**src/rtl/l1i_refill_ctrl.sv**
```systemverilog
// l1i_refill_ctrl: L1 I-cache miss/next-line refill FSM; define L1I_NEXT_PREFETCH_EN to prefetch line+1 after each primary refill
module l1i_refill_ctrl #(
    parameter int block_size = 128,
    parameter int addr_size  = 18
) (
    input  logic                  clk_i,
    input  logic                  rst_i,
    input  logic                  fetch_req_i,
    input  logic [addr_size-1:0]  fetch_addr_i,
    input  logic                  hit_i,
    input  logic                  miss_next_i,
    output logic                  stall_o,
    output logic                  l2_req_o,
    output logic [addr_size-1:0]  l2_addr_o,
    input  logic                  l2_valid_i,
    input  logic [block_size-1:0] l2_data_i,
    output logic                  instr_write_start_o,
    output logic                  write_o,
    output logic                  write_next_o,
    output logic [addr_size-1:0]  l1_addr_o,
    output logic [block_size-1:0] l1_data_o,
    output logic [15:0]           refill_cnt_o
);
    localparam int lw = addr_size - 3;
    typedef enum logic [2:0] {IDLE, REQ, FILL_SEL, FILL_WR, REPLAY} state_t;
    state_t                state_q;
    logic                  next_q;
    logic [lw-1:0]         line_q;
    logic [block_size-1:0] data_q;
    logic [lw-1:0]         line_d;
    logic                  miss;
    logic                  miss_nx;
    logic                  unused_offset;
    assign unused_offset = ^fetch_addr_i[2:0];
    assign miss    = fetch_req_i & ~hit_i;
    assign miss_nx = fetch_req_i & hit_i & miss_next_i;
    // a hit only starts a refill for the straddled next line, so hit_i doubles as the +1
    assign line_d  = fetch_addr_i[addr_size-1:3] + lw'(hit_i);
    assign stall_o = (state_q == IDLE) ? (miss | miss_nx) : (state_q != REPLAY);
    always_ff @(posedge clk_i) begin
        if (!rst_i) begin
            state_q             <= IDLE;
            next_q              <= 1'b0;
            line_q              <= '0;
            data_q              <= '0;
            l2_req_o            <= 1'b0;
            l2_addr_o           <= '0;
            instr_write_start_o <= 1'b0;
            write_o             <= 1'b0;
            write_next_o        <= 1'b0;
            l1_addr_o           <= '0;
            l1_data_o           <= '0;
            refill_cnt_o        <= '0;
        end else begin
            case (state_q)
                IDLE: if (miss | miss_nx) begin
                    state_q   <= REQ;
                    line_q    <= line_d;
                    next_q    <= hit_i;
                    l2_req_o  <= 1'b1;
                    l2_addr_o <= {line_d, 3'b000};
                end
                REQ: if (l2_valid_i) begin
                    state_q             <= FILL_SEL;
                    data_q              <= l2_data_i;
                    l2_req_o            <= 1'b0;
                    instr_write_start_o <= 1'b1;
                    l1_addr_o           <= {line_q, 3'b000};
                end
                FILL_SEL: begin
                    state_q             <= FILL_WR;
                    instr_write_start_o <= 1'b0;
                    write_o             <= 1'b1;
                    write_next_o        <= next_q;
                    l1_data_o           <= data_q;
                end
                FILL_WR: begin
                    state_q      <= REPLAY;
                    write_o      <= 1'b0;
                    write_next_o <= 1'b0;
                    if (refill_cnt_o != 16'hFFFF) refill_cnt_o <= refill_cnt_o + 16'd1;
                end
                default: begin
`ifdef L1I_NEXT_PREFETCH_EN
                    if (!next_q) begin
                        state_q   <= REQ;
                        line_q    <= line_q + lw'(1);
                        next_q    <= 1'b1;
                        l2_req_o  <= 1'b1;
                        l2_addr_o <= {line_q + lw'(1), 3'b000};
                    end else begin
                        state_q <= IDLE;
                    end
`else
                    state_q <= IDLE;
`endif
                end
            endcase
        end
    end
endmodule

```
**config.mk**
```make
export PLATFORM = sky130hd
export DESIGN_NAME = l1i_refill_ctrl
export DESIGN_NICKNAME = d
export VERILOG_FILES = /design/src/rtl/l1i_refill_ctrl.sv
export SDC_FILE = /design/constraint.sdc
export NUM_CORES = 1
export LEC_CHECK = 0
export CAP_MARGIN = 20
export CORE_MARGIN = 3
export CORE_UTILIZATION = 25
export DETAILED_ROUTE_END_ITERATION = 7
export HOLD_SLACK_MARGIN = 0.03
export PLACE_DENSITY = 0.49
export SETUP_SLACK_MARGIN = 0.05
export SLEW_MARGIN = 20
export SYNTH_ARGS = -nofsm -noshare
export SYNTH_HDL_FRONTEND = slang
export SYNTH_SLANG_ARGS = --single-unit
```
**constraint.sdc**
```tcl
create_clock -name clk_i -period 2.8 [get_ports clk_i]
set_input_delay 0.42 -clock clk_i [delete_from_list [all_inputs] [get_ports clk_i]]
set_output_delay 0.42 -clock clk_i [all_outputs]
set_load 0.005 [all_outputs]
```
==> impl_metrics.ini, run 1 <==
[power_and_ir_drop]
pwr-share-comb_pct = 8.5
irDropWorstVdd_uv = 385.5
leakage_nw = 5.376
power.share.switching_pct = 23.10
power_per_cell_area_nw_per_um2 = 628.1
power.internal_mw = 7.862
p_seq_share_pct = 45.2
pwr-share-clk_pct = 46.3
switchingPower_mw = 2.362

[timing]
setup_slack_ps = 214.5
grt_setup_unrepaired = no
whs_ps = 436.8
slew_violations = 0
min_period_over_period_pct = 92.34
setup_tns_ps = 0
post-route-min-period_ps = 2585
finalSetupViolCount = 0
max_freq_mhz = 386.8
clock_skew_ps = 12.99
worstMarginPinSlew_ps = 960.4
slew_headroom_pct = 35.97
hold_viol = 0

[drt]
detail_route.wl_per_cell_um = 15.70
via_per_inst = 4.470
ant_nets = 0
dr.pass1.iters = 4
via_count = 10316
drcViolationCount = 0
drtIter0Drc = 527
drt_wl_total_um = 36240

[setup_path]
slowest_delay_ps = 580
r2r_start = state_q[0]
critPathTopFamily = simple AND/OR/NAND/NOR gates
worst_path_max_delay_cell = dfxtp_1
path_cells = nor3_1, and3_1, or3_1, clkdlybuf4s50_1
arrival_ps = 2170
endpoint_kind = output port
rr_endpoint = refill_cnt_o[5]
critPathLaunchType = flop
r2r_setup_slack_ps = 730
critical_path_required_ps = 2380
cp_max_fo = 12
crit_buf_inv = 1
path_class = flop to output port
reg2reg_depth = 4

[synth]
post_synth_xor_area_fraction_pct = 0.9401
synth_edf_count = 0
synth_simple_gate_area_share_pct = 22.99
synth_mux_area_share_pct = 0.4477
synth_compound_area_share_pct = 15.18
synth.distinct_cells = 44
ys_seq_area_share_pct = 55.51
synthArstFlopShare_pct = 0
syn-instance-count = 1409
syn_area_sq_um = 11180
synth_adder_area_share_pct = 0.3358
yosys_warnings = 0
synth_top_family_by_area = simple AND/OR/NAND/NOR gates
syn_avg_cell_area_sq_um = 7.934
synth_seq_cells = 310
synth_ff_type = dfxtp_1

[global_routing]
grt_max_degree = 111
grt_overflow = 0
grt_pass1_wl_um = 56150
antenna_found_initial = 3
grt_pass1_vias = 10062
grt.total_usage_pct = 14.80

[floorplanning]
die_x_um = 217.5
dieArea_sq_um = 47290
core_area_sq_um = 43650
rows = 76
io_pins = 337
initial_core_util_pct = 25.61
fp.dieH_um = 217.5

[placement]
dp_slack_ps = 401.7
hpwl_um = 23380
gp_congestion = 0.7638
place_area_sq_um = 15080
io_buffers = 327

[cts]
clockBufferDepth = 3
cts_root_buf = clkbuf_16
cts_setup_buffers = 0
clk_pin_slew_ps = 60
clk_latency_ps = 520
h-tree-depth = 2
cts_tree = built
ctsResizeCount = 0
cts_sinks = 310
hold_buffers = 0
cts_made_buffers = 36

[cells_and_area]
design_area_sq_um = 16280
most-common-layout-cells = 554 x nand2_1, 327 x clkdlybuf4s50_1, 310 x dfxtp_1, 295 x a21oi_1, 37 x clkbuf_16
nets = 1851
drive_gt1_share_pct = 5.171
final_common_cell = nand2_1
syn_to_final_growth_pct = 45.61

[hold_path]
hold_class = primary input to flop
hold_depth = 3
min_from = l2_data_i[85]
whs_endpoint = data_q[85]

[job]
maxCapViolCount = 0

[run_status]
status = finished, final reports clean
[sequential cells by signal, summed over array words and instances (netlist names)]
signal and flops:
instr_write_start_o 1, write_next_o 1, line_q 15, l1_addr_o 15
l2_req_o 1, data_q 128, next_q 1, l1_data_o 128
write_o 1, refill_cnt_o 16, state_q 3
[cells by family (layout without fill, tap and decap cells)]
kind of cell | count (synthesis) | after routing
compound gates | 329 | 329
flops | 310 | 310
fa+ha+maj | 3 | 3
simple gates | 638 | 638
other cells | 1 | 8
mux | 5 | 5
buf+inv | 111 | 418
xor+xnor | 12 | 12
[metal layers]
metal	track usage, %	vias up	routed length (um)
met2	24.79	241	16790
met3	5.295	45	3037
met4	3.783	6	563
met5	0	-	55
li1	-	5180	-
met1	18.11	4844	15790
[worst reg2reg max path: cells and delay by family, from the launching register on]
kind | cells | cell delay (ps)
flip-flops | 1 | 580
AND/OR/NAND/NOR | 3 | 1290
AO/OA/AOI/OAI | 1 | 140
[final cells by class]
cell class	count	area [sq um]
Antenna cell	2	5.005
Clock buffer	52	1062
Clock inverter	11	133.9
Fill cell	4483	27370
Inverter	4	22.52
Multi-Input combinational cell	993	4513
Sequential cell	310	6206
Tap cell	585	732.0
Timing Repair Buffer	351	3603
[per-stage QoR]
stage          instances  power [mW]  utilization (%)
3_3_place_gp        2243       5.598            34.54
6_report            2308       10.22            37.30
2_1_floorplan       1414       5.097                -
3_5_place_dp        2243       5.606            34.54
4_1_cts             2306       10.45            37.28
5_1_grt             2306       10.70            37.28
[cell usage after synthesis, types with 5 or more instances]
| library cell | instances | area, sq um |
|---|---|---|
| nand2b_1 | 7 | 43.79 |
| o31ai_1 | 5 | 37.54 |
| nand2_1 | 554 | 2079 |
| nor4_1 | 5 | 31.28 |
| xnor2_1 | 9 | 78.83 |
| mux2i_1 | 5 | 50.05 |
| buf_2 | 29 | 145.1 |
| buf_4 | 8 | 60.06 |
| o21ai_0 | 15 | 75.07 |
| dfxtp_1 | 310 | 6206 |
| clkbuf_1 | 61 | 229.0 |
| nor3_1 | 7 | 35.03 |
| buf_1 | 5 | 18.77 |
| nand3_1 | 13 | 65.06 |
| a21oi_1 | 295 | 1476 |
| or4_1 | 5 | 37.54 |
| or3_1 | 6 | 37.54 |
| nand4_1 | 7 | 43.79 |
| a211oi_1 | 6 | 45.04 |
| nor2_1 | 18 | 67.56 |
[power by group through the flow]
stage	Combinational (mW)	Clock, mW	Sequential (mW)
2_1_floorplan	0.398	0	4.70
3_3_place_gp	0.883	0	4.72
3_5_place_dp	0.886	0	4.72
4_1_cts	0.891	4.93	4.62
5_1_grt	0.960	5.11	4.64
6_report	0.868	4.73	4.62
[worst max-delay path by stage]
| stage | slack, ps | start | endpoint | cells past startpoint |
|---|---|---|---|---|
| after CTS | 150 | state_q[0] | stall_o | 4 |
| final | 210 | state_q[0] | stall_o | 4 |
| after global routing | 60 | state_q[0] | stall_o | 4 |
| after floorplan | 1210 | refill_cnt_o[0] | refill_cnt_o[14] | 5 |
| after global placement | 400 | hit_i | stall_o | 5 |
| after detailed placement | 400 | hit_i | stall_o | 5 |
Power figures use the tool's default switching activity.
==> run 2, diff against run 1 <==
--- a/config.mk
+++ b/config.mk
@@ -5,11 +5,11 @@
 export SDC_FILE = /design/constraint.sdc
 export NUM_CORES = 1
 export LEC_CHECK = 0
+export ABC_CLOCK_PERIOD_IN_PS = 2800
 export CAP_MARGIN = 20
 export CORE_MARGIN = 3
 export CORE_UTILIZATION = 25
 export DETAILED_ROUTE_END_ITERATION = 7
-export HOLD_SLACK_MARGIN = 0.03
 export PLACE_DENSITY = 0.49
 export SETUP_SLACK_MARGIN = 0.05
 export SLEW_MARGIN = 20
==> results of run 2 <==
Final layout, timing and power as in run 1 (identical DEF).
